**src/rtl/output_split_block.sv**
```systemverilog
// rtl/output_split_block.sv - steers merged router packets into per-destination output FIFOs
//
// Purpose:
//   Receive-side splitter. Each packet on the merged input stream carries a
//   3-bit destination field at in_data[DEST_MSB -: 3].
//     - Codes 0-3 go to port FIFOs 0-3.
//     - Code 4 goes to the core FIFO (index 4).
//     - Codes 5-7 are dropped and counted in a saturating counter.
//   Each destination owns a DEPTH-entry FIFO, so one stalled output does not
//   stop traffic to the others. The exception is a packet at the shared input
//   head whose own FIFO is full.
//
// Ports:
//   clk         clock, rising edge
//   rst_n       synchronous active-low reset
//   in_valid    merged input packet valid
//   in_data     merged input packet (WIDTH bits)
//   in_ready    input accepted when in_valid && in_ready
//   out_valid   per-destination valid (bits 0-3 ports, bit 4 core)
//   out_data    per-destination packet, slice i = [i*WIDTH +: WIDTH]
//   out_ready   per-destination ready
//   drop_count  saturating count of packets with an invalid destination
//   pkt_count   (SPLIT_STATS_EN only) 5 x 16-bit wrapping pop counters
//
// Optional feature macro: SPLIT_STATS_EN

module output_split_block #(
  parameter int WIDTH    = 11,
  parameter int DEST_MSB = 10,
  parameter int DEPTH    = 2,
  parameter int CNT_W    = 8
) (
  input  logic                 clk,
  input  logic                 rst_n,
  input  logic                 in_valid,
  input  logic [WIDTH-1:0]     in_data,
  output logic                 in_ready,
  output logic [4:0]           out_valid,
  output logic [5*WIDTH-1:0]   out_data,
  input  logic [4:0]           out_ready,
  output logic [CNT_W-1:0]     drop_count
`ifdef SPLIT_STATS_EN
  ,
  output logic [5*16-1:0]      pkt_count
`endif
);

  localparam int             PTR_W    = (DEPTH > 1) ? $clog2(DEPTH) : 1;
  localparam logic [PTR_W:0] FULL_CNT = (PTR_W + 1)'(DEPTH);

  logic [2:0]       dest;
  logic             dest_ok;
  logic             accept;
  logic [4:0]       full;
  logic [4:0]       push;
  logic [4:0]       pop;
  logic [CNT_W-1:0] drop_q;
  logic [CNT_W-1:0] drop_d;

  assign dest    = in_data[DEST_MSB -: 3];
  assign dest_ok = (dest <= 3'd4);

  // in_ready looks only at the destination code and FIFO occupancy, never at
  // out_ready. A full FIFO therefore refuses a packet even when it is being
  // popped in the same cycle.
  always_comb begin
    in_ready = 1'b0;
    if (rst_n) begin
      if (dest_ok) begin
        in_ready = !full[dest];
      end else begin
        in_ready = 1'b1;
      end
    end
  end

  assign accept = in_valid && in_ready;

  always_comb begin
    drop_d = drop_q;
    if (accept && !dest_ok && (drop_q != {CNT_W{1'b1}})) begin
      drop_d = drop_q + 1'b1;
    end
  end

  always_ff @(posedge clk) begin
    if (!rst_n) begin
      drop_q <= '0;
    end else begin
      drop_q <= drop_d;
    end
  end

  assign drop_count = drop_q;

  for (genvar g = 0; g < 5; g++) begin : g_fifo
    logic [WIDTH-1:0] mem_q [DEPTH];
    logic [PTR_W-1:0] rd_q;
    logic [PTR_W-1:0] wr_q;
    logic [PTR_W:0]   cnt_q;
    logic [PTR_W:0]   cnt_d;

    assign push[g]      = accept && dest_ok && (dest == 3'(g));
    assign pop[g]       = out_valid[g] && out_ready[g];
    assign full[g]      = (cnt_q == FULL_CNT);
    assign out_valid[g] = (cnt_q != '0);

    // Head is read straight from storage. It only changes on a pop, or on
    // the push into an empty FIFO, so the slice holds steady while stalled.
    assign out_data[g*WIDTH +: WIDTH] = out_valid[g] ? mem_q[rd_q] : '0;

    always_comb begin
      cnt_d = cnt_q;
      case ({push[g], pop[g]})
        2'b10:   cnt_d = cnt_q + 1'b1;
        2'b01:   cnt_d = cnt_q - 1'b1;
        default: cnt_d = cnt_q;
      endcase
    end

    always_ff @(posedge clk) begin
      if (!rst_n) begin
        rd_q  <= '0;
        wr_q  <= '0;
        cnt_q <= '0;
      end else begin
        cnt_q <= cnt_d;
        if (push[g]) begin
          mem_q[wr_q] <= in_data;
          wr_q        <= wr_q + 1'b1;
        end
        if (pop[g]) begin
          rd_q <= rd_q + 1'b1;
        end
      end
    end

`ifdef SPLIT_STATS_EN
    logic [15:0] pkt_q;

    always_ff @(posedge clk) begin
      if (!rst_n) begin
        pkt_q <= '0;
      end else if (pop[g]) begin
        pkt_q <= pkt_q + 16'd1;
      end
    end

    assign pkt_count[g*16 +: 16] = pkt_q;
`endif
  end

endmodule

```
**config.mk**
```make
export PLATFORM = sky130hd
export DESIGN_NAME = output_split_block
export DESIGN_NICKNAME = d
export VERILOG_FILES = /design/src/rtl/output_split_block.sv
export SDC_FILE = /design/constraint.sdc
export NUM_CORES = 1
export LEC_CHECK = 0
export ABC_AREA = 1
export CAP_MARGIN = 10
export CORE_UTILIZATION = 54
export CTS_CLUSTER_DIAMETER = 120
export DETAILED_ROUTE_END_ITERATION = 6
export PLACE_DENSITY = 0.82
export SYNTH_ARGS = -nofsm -noshare
export SYNTH_HDL_FRONTEND = slang
export SYNTH_SLANG_ARGS = --single-unit
```
**constraint.sdc**
```tcl
create_clock -name clk -period 2.21 [get_ports clk]
set_input_delay 0.3315 -clock clk [delete_from_list [all_inputs] [get_ports clk]]
set_output_delay 0.3315 -clock clk [all_outputs]
set_load 0.005 [all_outputs]
```
==> metrics.txt <==
# TYPE chip_impl_metric gauge
chip_impl_metric{name="rows",unit=""} 37
chip_impl_metric{name="skew_final",unit="ns"} 0.00869
chip_impl_metric{name="synth.distinct_cells",unit=""} 30
chip_impl_metric{name="power_density",unit="nW/µm²"} 748
chip_impl_metric{name="globalRouteMet1Util",unit="%"} 31.9
chip_impl_metric{name="grt_overflow_total",unit=""} 0
chip_impl_metric{name="synth.net_count",unit=""} 587
chip_impl_metric{name="crit_buf_inv",unit=""} 2
chip_impl_metric{name="path_clk_slew",unit="ns"} 0.06
chip_impl_info{name="rsz_0062_raised_after_global_routing",value="yes"} 1
chip_impl_metric{name="groute.layer.met3.usage",unit="%"} 6.69
chip_impl_info{name="r2r_start",value="g_fifo[0].cnt_q[0]$_SDFFE_PN0P_"} 1
chip_impl_metric{name="routed_wire_length_per_instance",unit="µm"} 17.0
chip_impl_metric{name="avgSynthCellArea",unit="µm²"} 10.6
chip_impl_metric{name="number_of_antenna_violations_at_the_first_check_in_global_routing",unit=""} 0
chip_impl_metric{name="syn-instance-count",unit=""} 562
chip_impl_metric{name="totalNegativeSetupSlack",unit="ns"} 0
chip_impl_metric{name="groute.layer.met2.usage",unit="%"} 46.3
chip_impl_metric{name="dr.first_iter.drc_count",unit=""} 338
chip_impl_metric{name="cp_max_fo",unit=""} 12
chip_impl_metric{name="synth-seq-area-share",unit="%"} 66.7
chip_impl_metric{name="numClockSinks",unit=""} 143
chip_impl_metric{name="htree_num_levels",unit=""} 4
chip_impl_info{name="startpoint_type",value="flop"} 1
chip_impl_metric{name="gp_congestion",unit=""} 0.845
chip_impl_metric{name="grt_util_all_layers",unit="%"} 26.5
chip_impl_info{name="synthFlopType",value="edfxtp_1"} 1
chip_impl_info{name="mostFrequentLayoutCells",value="170 x nand2_1, 110 x edfxtp_1, 69 x clkdlybuf4s50_1"} 1
chip_impl_metric{name="report.final.slew_viol_count",unit=""} 0
chip_impl_info{name="synth.top_cells.by_area",value="edfxtp_1 56%, dfxtp_1 11%, nand2_1 11%"} 1
chip_impl_info{name="layout.cells.most_common",value="nand2_1"} 1
chip_impl_metric{name="wirelength",unit="µm"} 14500
chip_impl_metric{name="cts_inserted_buffers",unit=""} 17
chip_impl_info{name="cpMaxStageDelayCell",value="clkdlybuf4s50_1"} 1
chip_impl_info{name="hold_crit_class",value="in -> reg"} 1
chip_impl_metric{name="latest_clock_arrival_within_the_worst_skew_pair",unit="ns"} 0.54
chip_impl_metric{name="num_vias",unit=""} 4631
chip_impl_metric{name="first_global_vias",unit=""} 4563
chip_impl_metric{name="core_region_area",unit="µm²"} 10500
chip_impl_metric{name="synthArstFlopShare",unit="%"} 0
chip_impl_metric{name="grt_start_max_net_pins",unit=""} 22
chip_impl_metric{name="holdBufCountCts",unit=""} 0
chip_impl_metric{name="max_freq",unit="GHz"} 0.458
chip_impl_metric{name="cpPeakStageDelay",unit="ns"} 0.54
chip_impl_metric{name="peakVddDrop",unit="µV"} 589
chip_impl_metric{name="area.growth.synth_to_final",unit="%"} 37.0
chip_impl_metric{name="die_height",unit="µm"} 107
chip_impl_metric{name="arrival",unit="ns"} 1.85
chip_impl_metric{name="worst_r2r_path_depth",unit=""} 14
chip_impl_metric{name="firstDrtPassIters",unit=""} 7
chip_impl_metric{name="final-setup-viol-count",unit=""} 0
chip_impl_metric{name="worst_hold_slack",unit="ns"} 0.242
chip_impl_metric{name="die_area",unit="µm²"} 11400
chip_impl_metric{name="initial_core_utilization",unit="%"} 56.5
chip_impl_metric{name="p_leak",unit="nW"} 3.41
chip_impl_metric{name="synth-seq-cells",unit=""} 143
chip_impl_metric{name="synth_area",unit="µm²"} 5940
chip_impl_metric{name="num-nets-final",unit=""} 727
chip_impl_info{name="worstReg2RegEnd",value="g_fifo[3].cnt_q[1]$_SDFFE_PN0P_"} 1
chip_impl_metric{name="synth-warning-count",unit=""} 0
chip_impl_metric{name="post-synth-top-area-fraction",unit="%"} 55.6
chip_impl_metric{name="synth_edf_count",unit=""} 110
chip_impl_metric{name="num_antenna_cells",unit=""} 0
chip_impl_metric{name="dp_cells",unit=""} 816
chip_impl_info{name="crit_start",value="g_fifo[0].cnt_q[0]$_SDFFE_PN0P_"} 1
chip_impl_metric{name="r2r_slack",unit="ns"} 0.28
chip_impl_info{name="worstSetupPathType",value="reg -> out"} 1
chip_impl_metric{name="final_worst_path_setup_slack",unit="ns"} 0.0267
chip_impl_metric{name="slew_headroom",unit="%"} 64.4
chip_impl_metric{name="maxCapViolations",unit=""} 0
chip_impl_metric{name="fin_crit_sh",unit="%"} 98.8
chip_impl_metric{name="final_cells",unit=""} 851
chip_impl_info{name="run_status",value="completed"} 1
chip_impl_info{name="globalRoute.busiestLayer",value="met2"} 1
chip_impl_info{name="synth_area_leader_cell",value="edfxtp_1"} 1
chip_impl_metric{name="tightest_slew",unit="ns"} 0.532
chip_impl_metric{name="final_layout_size_suffix_gt1_share",unit="%"} 21.0
chip_impl_metric{name="place_hpwl",unit="µm"} 9280
chip_impl_metric{name="report.final.hold_viol_count",unit=""} 0
chip_impl_info{name="cts_tree",value="done"} 1
chip_impl_metric{name="die_w",unit="µm"} 107
chip_impl_info{name="endpoint",value="out_data[2]"} 1
chip_impl_metric{name="design_area",unit="µm²"} 8140
chip_impl_metric{name="wire_length_of_the_first_global_routing_pass",unit="µm"} 22500
chip_impl_metric{name="postPlaceCellArea",unit="µm²"} 7370
chip_impl_metric{name="vias_per_cell",unit=""} 5.44
chip_impl_info{name="timing.critical_path.to_type",value="output pin"} 1
chip_impl_metric{name="buffer_ports.inserted",unit=""} 87
chip_impl_metric{name="cp_data_required_time",unit="ns"} 1.88
chip_impl_info{name="kind_of_cell_adding_the_most_delay_to_the_critical_path",value="buffers and inverters"} 1
chip_impl_metric{name="io-pin-count",unit=""} 88
chip_impl_metric{name="dp_slack",unit="ns"} -0.363
chip_impl_metric{name="drc",unit=""} 0
chip_impl_metric{name="antenna_violating_nets_left",unit=""} 0
chip_impl_metric{name="cts-root-to-sink-buffers",unit=""} 2
chip_impl_metric{name="period_minus_slack",unit="ns"} 2.18
chip_impl_info{name="clock_tree_root",value="clkbuf_8"} 1
chip_impl_metric{name="path_depth",unit=""} 4
chip_impl_info{name="series_of_cell_instances_along_the_critical_path",value="nor2_1, buf_4, a21oi_1, clkdlybuf4s50_1"} 1
## worst reg2reg max path, delay by kind of cell, from the launching register on
| family | cells | cell delay [ns] |
|---|---|---|
| fa+ha+maj | 1 | 0.28 |
| flops | 1 | 0.37 |
| compound gates | 2 | 0.22 |
| buf+inv | 2 | 0.14 |
| simple gates | 9 | 0.84 |
## cells in the mapped netlist (5+ instances only)
cell type	number
clkbuf_1	17
nor2_1	30
ha_1	6
dfxtp_1	33
inv_1	47
o21ai_0	14
edfxtp_1	110
nand2_4	5
a21oi_1	81
nand2_1	170
nand4_1	7
nor2_2	5
## layer usage
metal  share of wire (%)  vias to the layer above  routed length, µm
li1                    -                     2171                  -
met1                  39                     2220               5670
met2                  52                      216               7490
met3                 7.3                       24               1060
met4                 1.9                        0                269
met5                   0                        -                  0
## registers in the layout, indices dropped and copies added, names as in the netlist, named ones only
signal and cells:
drop_count 8, g_fifo.cnt_q 10, g_fifo.mem_q 110, g_fifo.rd_q 5, g_fifo.wr_q 5
## power by group
part / switching [mW] / internal (mW)
Combinational: 0.242 / 0.196
Sequential: 0.0262 / 2.92
Clock: 1.10 / 1.60
Total: 1.37 / 4.72
## logic make-up (layout without fill, tap and decap cells)
group | Yosys count | after routing | synth area share, %
xor+xnor | 4 | 4 | 0.590
simple gates | 240 | 240 | 18.2
fa+ha+maj | 6 | 6 | 1.26
flops | 143 | 143 | 66.7
buf+inv | 73 | 226 | 4.97
compound gates | 96 | 96 | 8.28
## worst min path at each step
stage,slack (ns),startpoint,depth (start not counted),endpoint
floorplan,0.43,g_fifo[2].rd_q$_SDFFE_PN0P_,1,flop
global placement,0.43,g_fifo[0].rd_q$_SDFFE_PN0P_,1,g_fifo[0].rd_q$_SDFFE_PN0P_
detailed placement,0.44,g_fifo[2].rd_q$_SDFFE_PN0P_,1,g_fifo[2].rd_q$_SDFFE_PN0P_
CTS,0.24,in_data[9],1,g_fifo[2].mem_q[0][9]$_DFFE_PP_
global route,0.24,in_data[9],1,g_fifo[2].mem_q[1][9]$_DFFE_PP_
finish,0.24,in_data[9],1,g_fifo[2].mem_q[0][9]$_DFFE_PP_
## per-stage QoR
step                util [%]  power [mW]
global placement        70.1        3.40
CTS                     76.0        6.07
floorplan                  -        3.17
finish                  77.4        6.08
detailed placement      70.1        3.42
global route            77.4        6.25
## final cells by class
type                            instances  area (µm²)
Sequential cell                       143        3990
Fill cell                             625        2370
Multi-Input combinational cell        346        1770
Timing Repair Buffer                  141        1430
Clock buffer                           18         418
Inverter                               53         216
Tap cell                              136         170
Clock inverter                         14         140
## repair_timing
action / 4_1_cts / 5_1_grt
setup buffers: 1 / 2
resized for setup: 29 / 46
setup endpoints to repair: 56 / 48
No activity file was read; power rests on OpenSTA's default activity.
